<file path="src/rtl/inst_axi_rd_pkg.sv">
// inst_axi_rd_pkg: AXI constants and FSM state encoding for the instruction read master
package inst_axi_rd_pkg;
  typedef enum logic [2:0] {
    IDLE = 3'd0,
    AR   = 3'd1,
    RD0  = 3'd2,
    RD1  = 3'd3,
    DONE = 3'd4
  } state_t;
  localparam logic [1:0] BURST_INCR = 2'b01;
  localparam logic [2:0] SIZE_4B    = 3'b010;
  localparam logic [1:0] RESP_OKAY  = 2'b00;
endpackage

</file>
<file path="src/rtl/inst_axi_rd.sv">
// inst_axi_rd: AXI4 read master fetching an 8-byte instruction pair as a two-beat burst
module inst_axi_rd
  import inst_axi_rd_pkg::*;
(
  input  logic        clk,
  input  logic        resetn,
  input  logic        inst_sram_en,
  input  logic [31:0] inst_sram_addr,
  input  logic        flush,
  output logic [63:0] inst_sram_rdata,
  output logic        inst_rvalid,
  output logic        inst_rerr,
  output logic        stall_req,
  output logic [3:0]  arid,
  output logic [31:0] araddr,
  output logic [7:0]  arlen,
  output logic [2:0]  arsize,
  output logic [1:0]  arburst,
  output logic        arvalid,
  input  logic        arready,
  input  logic [3:0]  rid,
  input  logic [31:0] rdata,
  input  logic [1:0]  rresp,
  input  logic        rlast,
  input  logic        rvalid,
  output logic        rready
);
  state_t state, state_nxt;
  logic drop, err;
  logic [31:0] addr;
  logic unused;
  assign unused = ^{rid, rlast, inst_sram_addr[2:0]};
  assign arid = 4'd0;
  assign arlen = 8'd1;
  assign arsize = SIZE_4B;
  assign arburst = BURST_INCR;
  assign araddr = addr;
  // next state and handshake outputs; a flush in DONE masks the result that same cycle
  always_comb begin
    state_nxt = state;
    arvalid = 1'b0;
    rready = 1'b0;
    inst_rvalid = 1'b0;
    inst_rerr = 1'b0;
    stall_req = 1'b0;
    case (state)
      IDLE: begin
        stall_req = inst_sram_en;
        state_nxt = inst_sram_en ? AR : IDLE;
      end
      AR: begin
        arvalid = 1'b1;
        stall_req = 1'b1;
        state_nxt = arready ? RD0 : AR;
      end
      RD0: begin
        rready = 1'b1;
        stall_req = 1'b1;
        state_nxt = rvalid ? RD1 : RD0;
      end
      RD1: begin
        rready = 1'b1;
        stall_req = 1'b1;
        state_nxt = rvalid ? DONE : RD1;
      end
      DONE: begin
        inst_rvalid = ~drop & ~flush;
        inst_rerr = err & ~drop & ~flush;
        state_nxt = IDLE;
      end
      default: state_nxt = IDLE;
    endcase
  end
  // state register
  always_ff @(posedge clk or negedge resetn) begin
    if (!resetn) state <= IDLE;
    else state <= state_nxt;
  end
  // request latch, drop/error flags and 64-bit pair assembly
  always_ff @(posedge clk or negedge resetn) begin
    if (!resetn) begin
      addr <= 32'd0;
      drop <= 1'b0;
      err <= 1'b0;
      inst_sram_rdata <= 64'd0;
    end else begin
      if (state == IDLE && inst_sram_en) begin
        addr <= {inst_sram_addr[31:3], 3'b000};
        drop <= 1'b0;
        err <= 1'b0;
      end
      if ((state == AR || state == RD0 || state == RD1) && flush) drop <= 1'b1;
      if (state == RD0 && rvalid) begin
        inst_sram_rdata[31:0] <= rdata;
        err <= err | (rresp != RESP_OKAY);
      end
      if (state == RD1 && rvalid) begin
        inst_sram_rdata[63:32] <= rdata;
        err <= err | (rresp != RESP_OKAY);
      end
    end
  end
endmodule

</file>
<file path="config.mk">
export PLATFORM = sky130hd
export DESIGN_NAME = inst_axi_rd
export DESIGN_NICKNAME = d
export VERILOG_FILES = /design/src/rtl/inst_axi_rd_pkg.sv /design/src/rtl/inst_axi_rd.sv
export SDC_FILE = /design/constraint.sdc
export NUM_CORES = 1
export LEC_CHECK = 0
export BUFFER_PORTS_ARGS = -buffer_cell sky130_fd_sc_hd__buf_2
export CAP_MARGIN = 0
export CORE_ASPECT_RATIO = 1.5
export CORE_MARGIN = 2
export CORE_UTILIZATION = 46
export CTS_CLUSTER_DIAMETER = 120
export CTS_CLUSTER_SIZE = 25
export DETAILED_ROUTE_END_ITERATION = 7
export HOLD_SLACK_MARGIN = 0.05
export PLACE_DENSITY = 0.78
export SLEW_MARGIN = 20
export SYNTH_ARGS = -nofsm -noshare
export SYNTH_HDL_FRONTEND = slang
export SYNTH_SLANG_ARGS = --single-unit
export TNS_END_PERCENT = 20
</file>
<file path="constraint.sdc">
create_clock -name clk -period 1.74 [get_ports clk]
set_clock_uncertainty 0.1 [all_clocks]
set_input_delay 0.087 -clock clk [delete_from_list [all_inputs] [get_ports clk]]
set_output_delay 0.087 -clock clk [all_outputs]
set_load 0.01 [all_outputs]
</file>
# Word level (Yosys, flattened, before mapping)
# Index checks and enable logic that the tools add are counted.
# Widths: inputs -> output; s select.
totals:
  register_bits: 98
  out_inout_bits: 118
  wordCells: 42
classes:
  eq_ne: 4
  mux: 14
  bitwise_logic: 6
  reduce_logical: 12
ops:
  columns: ["cell", "n"]
  rows:
  - ["$pmux 3 s4", 1]
  - ["$mux 1", 10]
  - ["$eq 3x2->1 const B", 2]
  - ["$logic_and 1x1->1", 4]
  - ["$reduce_bool 2->1", 2]
  - ["$and 1x1->1", 3]
  - ["$eq 3x1->1 const B", 1]
  - ["$eq 3x3->1 const B", 1]
  - ["$logic_not 3->1", 1]
  - ["$mux 3", 1]
  - ["$reduce_bool 3->1", 1]
  - ["$reduce_or 3->1", 1]
  - ["$logic_or 1x1->1", 2]
  - ["$mux 2", 1]
  - ["$not 1->1", 2]
  - ["$pmux 1 s2", 1]
  - ["$reduce_or 2->1", 1]
  - ["$or 1x1->1", 1]

# Logic depth before layout (Yosys ltp)
# Gate-level depths: netlist of the first run.
logic_depth:
  ltp_word: 5
  depth_mapped: 5

# Least setup slack after synthesis of the first run
# No wires, ideal clock.
synth_timing:
  kind: "register to output"
  from: "register state[0]"
  to: "output inst_rerr"
  arrival_time_ns: 1.436
  setup_slack_ns: 0.117
  stages_incl_launch_ff: 5
  path_buffers: 1
  path_cell_list: "dfrtp_1 -> buf_2 -> nor2_1 -> nor4b_1 -> and2_1"
synth_via:
  elab_chain_cells: 2
synth_lines:
  columns: ["item", "line", "source"]
  rows:
  - ["from (decl)", "inst_axi_rd.sv:28", "state_t state, state_nxt;"]
  - ["from (signal assigned)", "inst_axi_rd.sv:77", "else state <= state_nxt;"]
  - ["$eq 3x3->1", "inst_axi_rd.sv:46", "case (state)"]
  - ["$mux 1", "inst_axi_rd.sv:46", null]
  - ["to (decl)", "inst_axi_rd.sv:12", "output logic inst_rerr,"]
# Every way passes these cells.

# Worst setup path after layout of the first run
layout_timing:
  from: "register state[2]"
  to: "output inst_rerr"
# The elaborated chain is that of the path after synthesis.

==> impl_results.md, run 1 <==
- Detailed Place HPWL: 6.30 mm
- Period utilisation layout: 95.5%
- Total track usage: 21.7%
- Setup WS pre-CTS: 0.0891 ns
- Placer Congestion: 0.847
- Yosys top cell by area: dfrtp_1
- Fmax: 602 MHz
- Worst-path clk slew: around 0.070 ns
- Yosys top cell area share: 60.3%
- Die area: ~9600 sq um
- CP Class: flop to primary output
- Drt pass-1 iters: 6
- Mapped Cells: ~250
- HP Class: input port to asynchronous set/reset pin
- Post-synthesis sequential area ratio: 60.3%
- PortBufs: 166
- Setup total negative slack: 0 ns
- CORE AREA: 8720 sq um
- CP max FO: 5
- Endpoint class of the critical path: primary output
- Initial antenna violation count: 0
- Largest net degree at the start of global routing: 38
- Top cells by count, synth: 98 x dfrtp_1, 60 x mux2_2, 29 x mux2_4, 21 x buf_4, 9 x buf_6
- Wire length per cell: 16.6 microns
- Diodes inserted: 0
- Worst vdd ir: 0.916 mV
- Unique cell type count in the Yosys netlist: 27
- Multi-input gate area: 1430 sq um
- Syn Std Cell Area: 4070 sq um
- Root buffer cell: clkbuf_16
- Final setup viols: 0
- Layout cells sized above 1: 58.1%
- Worst path arrival time: between 1 and 1.5 ns
- Max-cap violation count: 0
- Ys flop type: dfrtp_1
- Layout net count: 571
- Initial Util: 46.6%
- CP required: approximately 1.6 ns
- P&R area growth vs syn: 48.9%
- FP Rows: between 40 and 50
- Yosys synthesis warning count: 0
- Unrepaired setup endpoints after global routing: no
- Fillers: just over 600
- Die width: approximately 80 microns
- Post-layout min period: 1.66 ns
- First-pass GRT wire length: 15.7 mm
- Die Ht: 119 microns
- CTS H-tree depth: 3
- Worst Setup Start Kind: flop
- # DRC: 0
- Sink Count: 98
- GRT Residual Overflow: 0
- Fin. max-slew vios: 0
- Register area: approximately 2500 sq um
- Worst-Skew Late Latency: 0.33 ns
- Register bit total from synthesis: between 90 and 100
- Drt total wl: ~10 mm
- Pwr/cell area: 1800 nW/um^2
- Synth top area cells: dfrtp_1 60%, mux2_2 17%, mux2_4 11%, buf_4 3.9%, buf_6 2.5%
- Most frequent cell after synthesis: dfrtp_1
- # IOs: 195
- Vias: 2870
- Post-synth EDFFs: 0
- Clock buffer depth: 2
- Final hold vios: 0
- Initial drt markers: between 50 and 60
- Total power: 10.9 mW
- Antenna-violating nets left: 0
- Async SR Flop Fraction: 100%
- Syn Area/Cell: roughly 16 sq um
- CTS tree: yes
- Outcome: complete, no violations
- Vias in the first global route: 3180
- Leak pwr: 3.01 nW
- Via/cell ratio: 4.71
- CTS buffer count: 9
- Final worst slack: 0.0788 ns
-- critical path, cell delays in order (launching register included) --
cell and delay (ns):
dfrtp_2 0.39, buf_4 0.13, inv_1 0.07, nor4b_4 0.28, and2_1 0.16, buf_2 0.12
-- layout make-up --
class / count / area share (%)
flip-flops and latches: 98 / 40.6
clock buffers: 10 / 3.78
well taps: 110 / 2.27
inverters: 3 / 0.186
multi-input cells: 137 / 23.6
repair buffers: 245 / 27.7
clock inverters: 6 / 1.90
-- repair_timing --
action                                  in CTS  in global routing
hold buffers                                68                  0
endpoints found under the setup margin       2                  1
gates resized for setup                      6                  2
pin swaps                                    0                  1
hold endpoints to repair                   195                  0
setup buffers                                1                  1
-- flip-flops by register name, indices dropped and copies added, names as in the netlist --
signal	count
inst_sram_rdata	64
araddr	29
state	3
drop	1
err	1
-- cell families (layout without fill, tap and decap cells) --
kind of cell	count (synthesis)	count (layout)	synth area share, %
flops	98	98	60.3
mux	93	93	28.4
other cells	2	20	0.185
buf+inv	34	264	6.77
compound gates	7	7	1.05
simple gates	16	16	3.05
xor+xnor	1	1	0.215
-- power by group --
| group | switching [mW] | internal [mW] |
|---|---|---|
| logic | 2.00 | 2.50 |
| clock network | 0.855 | 1.41 |
| registers | 0.670 | 3.46 |
-- routing by layer --
layer / vias up / routed length, microns / track usage [%]
li1: 1313 / - / -
met1: 1414 / 3610 / 22.8
met2: 117 / 5680 / 40.1
met3: 26 / 488 / 4.02
met4: 0 / 319 / 10.5
met5: - / 0 / 0
-- final timing paths --
check	from	endpoint	slack [ns]	cells after the start
min in group clk	state[2]	state[1]	0.38	1
hold / removal	resetn	inst_sram_rdata[11]	0.17	2
setup / recovery	state[2]	inst_rerr	0.08	5
hold reg to reg	state[2]	state[1]	0.38	1
setup reg to reg	state[1]	inst_sram_rdata[33]	0.08	5
max in group asynchronous	resetn	araddr[25]	0.80	3
-- metrics by stage --
stage	instance area, sq um	hold WS [ns]	util, %	cells
4_1_cts	6040	0.170	69.2	608
6_report	6050	0.171	69.4	609
3_3_place_gp	4980	-0.0214	57.1	523
5_1_grt	6050	0.215	69.4	609
3_5_place_dp	4980	-0.00678	57.1	523
2_1_floorplan	4130	-0.309	-	269
-- placed cells by master (no fill, tap or decap) --
cell           instances
mux2_2                60
conb_1                20
and2_1                 1
nor3_1                 2
o21ai_0                1
a311oi_1               1
inv_1                  3
nor2b_4                1
buf_2                165
nand3_4                1
dlygate4sd3_1         68
dfrtp_1               95
clkinvlp_4             1
buf_4                  5
nor2_1                 1
nand3b_1               1
a21oi_1                3
dfrtp_2                3
buf_12                 6
nor4b_4                1
o31ai_1                1
o22ai_1                1
buf_6                  1
nor3_4                 1
clkbuf_16              9
nand2b_1               1
xor2_1                 1
bufinv_16              3
mux2_1                 4
nor3b_1                1
clkbuf_1               1
mux2_4                29
nand2_1                3
clkinv_4               2
nor2_4                 2
Note: power is estimated with default switching activity, not from simulation.
==> run 2: changes to the inputs <==
==> constraint.sdc (replaced) <==
create_clock -name clk -period 1.74 [get_ports clk]
set_clock_uncertainty 0.1 [all_clocks]
set_input_delay 0.174 -clock clk [delete_from_list [all_inputs] [get_ports clk]]
set_output_delay 0.174 -clock clk [all_outputs]
set_load 0.01 [all_outputs]
==> run 2 against run 1 <==
  * Clock power about the same
  * Combinational power about the same
  * Global-route usage decreased by 0.24 points
  * Sequential cell count unchanged
  * Wire length decreased by 2.5%
  * Final area decreased by 0.33%
==> impl_results.md, run 2 (synthesis results as in run 1) <==
- Commonest non-fill, non-tap cell in the layout: buf_2
- Most frequent cells in the layout: 165 x buf_2, 95 x dfrtp_1, 66 x dlygate4sd3_1, 60 x mux2_2, 29 x mux2_4
- Root buffer cell: clkbuf_16
- FP Rows: 42 (unchanged)
- Via/cell ratio: 4.71 (about the same)
- Die area: 9620 sq um (unchanged)
- Switch Pwr: 3.51 mW (-0.67%)
- GRT Residual Overflow: 0 (unchanged)
- Fmax: 599 MHz (-0.43%)
- PortBufs: 166 (unchanged)
- CORE AREA: 8720 sq um (unchanged)
- Largest net degree at the start of global routing: 47 (+24%)
- Placed Cells: 523 (unchanged)
- CP required: 1.47 ns (-0.08 ns)
- # IOs: 195 (unchanged)
- HP Class: input port to flop
- Outcome: complete, no violations
- Critical Path Slowest Stage Cell: dfrtp_2
- Worst Setup Start Kind: flop
- Final cell count without fillers: 607 (-0.33%)
- Leak pwr: 3.02 nW (about the same)
- Final worst slack: 0.0717 ns (-0.00711 ns)
- Die Ht: 119 microns (unchanged)
- Sink Count: 98 (unchanged)
- Drt total wl: 9.84 mm (-2.5%)
- Worst-Skew Late Latency: 0.34 ns (about the same)
- Comb power frac: 41.5% (+0.2 points)
- Layout cells sized above 1: 58.6% (+0.44 points)
- Final setup viols: 0 (unchanged)
- Worst-path clk slew: 0.06 ns (about the same)
- P&R area growth vs syn: 48.4%
- Diodes inserted: 0 (unchanged)
- CTS tree: yes
- Final hold vios: 0 (unchanged)
- Drt pass-1 iters: 4 (-2)
- First-pass GRT wire length: 15.4 mm (-1.9%)
- Max FFs per register: 64 (unchanged)
- R2R cell count: 5 (unchanged)
- Antenna-violating nets left: 0 (unchanged)
- Detailed Place HPWL: 6.36 mm (+0.97%)
- Sw Share: 32.2% (-0.15 points)
- CP max FO: 6 (+1)
- CP max stage delay: 0.46 ns (+0.07 ns)
- Pwr/cell area: 1800 nW/um^2 (+0.13%)
- Vias in the first global route: 3153 (-0.85%)
- Max-cap violation count: 0 (unchanged)
- # DRC: 0 (unchanged)
- Initial antenna violation count: 0 (unchanged)
- Biggest register: inst_sram_rdata
- CTS H-tree depth: 3 (unchanged)
- Wire length per cell: 16.2 microns (-2.2%)
- Die width: 80.8 microns (unchanged)
- Clock buffer depth: 2 (unchanged)
- Placer Congestion: 0.810 (-4.4%)
- Total track usage: 21.4% (-0.24 points)
- Layout net count: 570 (-0.18%)
- CTS buffer count: 9 (unchanged)
- Worst vdd ir: 1.16 mV (+27%)
- Initial Util: 46.6% (unchanged)
- Register share of total power: 37.8% (about the same)
- Period utilisation layout: 95.9% (+0.41 points)
- Worst path arrival time: 1.39 ns (-0.08 ns)
- CP Class: flop to primary output
- Vias: 2861 (-0.31%)
- Hold path depth: 3
- Clock power share: 20.7% (about the same)
- Internal power: 7.36 mW (about the same)
- Fin. max-slew vios: 0 (unchanged)
- Initial drt markers: 99 (+68%)
- Post-layout min period: 1.67 ns (+0.00711 ns)
- Endpoint class of the critical path: primary output
- Unrepaired setup endpoints after global routing: no
- Setup WS pre-CTS: 0.0177 ns (-0.0714 ns)
- Worst-path cell chain: nor2_4, nor4b_4, and2_1, buf_2
- Setup total negative slack: 0 ns (unchanged)
[run 2: worst paths after layout]
check / end / slack (ns) / from
max reg2reg: inst_sram_rdata[60] / 0.08 / state[2]
max in group asynchronous: inst_sram_rdata[61] / 0.65 / resetn
max: inst_rerr / 0.07 / state[1]
min: drop / 0.09 / flush
min in group asynchronous: inst_sram_rdata[43] / 0.15 / resetn
min reg2reg: araddr[5] / 0.40 / araddr[5]
[run 2: repair_timing]
action,CTS,global route
pin swaps,0,1
endpoints found under the hold margin,194,0
hold buffers,66,0
setup buffers,3,0
setup endpoints to repair,2,4
gates resized for setup,5,2
[run 2: cell type report]
cell class / count / area (sq um)
Fill cell: 606 / 2690
Multi-Input combinational cell: 137 / 1430
Timing Repair Buffer: 244 / 1660
Sequential cell: 98 / 2460
Clock buffer: 9 / 225
Tap cell: 110 / 138
Clock inverter: 6 / 115
Inverter: 3 / 11.3
[run 2: routing by layer]
metal / part of all wire, % / wire length (microns) / track usage (%)
met3: 5.5 / 537 / 4.62
met4: 3.7 / 365 / 11.8
met2: 55 / 5460 / 38.5
met1: 35 / 3480 / 22.5
met5: 0 / 0 / 0
[run 2: power groups by stage]
stage          clock network (mW)  logic (mW)  registers (mW)
5_1_grt                      2.38        4.84            4.25
4_1_cts                      2.30        4.52            4.08
6_report                     2.25        4.52            4.11
2_1_floorplan                   0        2.12            4.59
3_5_place_dp                    0        4.30            4.13
3_3_place_gp                    0        4.18            4.04
[run 2: critical path: cells and delay by family (launching register included)]
kind / cells / cell delay (ns)
simple gates: 3 / 0.49
flops: 1 / 0.46
buf+inv: 1 / 0.12
[run 2: metrics by stage]
stage               instance area (sq um)  hold slack, ns  util [%]  power [mW]
finish                               6030          0.0914      69.2        10.9
global placement                     4980         -0.0478      57.1        8.22
detailed placement                   4980         -0.0383      57.1        8.43
floorplan                            4130          -0.222         -        6.71
CTS                                  6030          0.0789      69.1        10.9
global route                         6030          0.0967      69.2        11.5
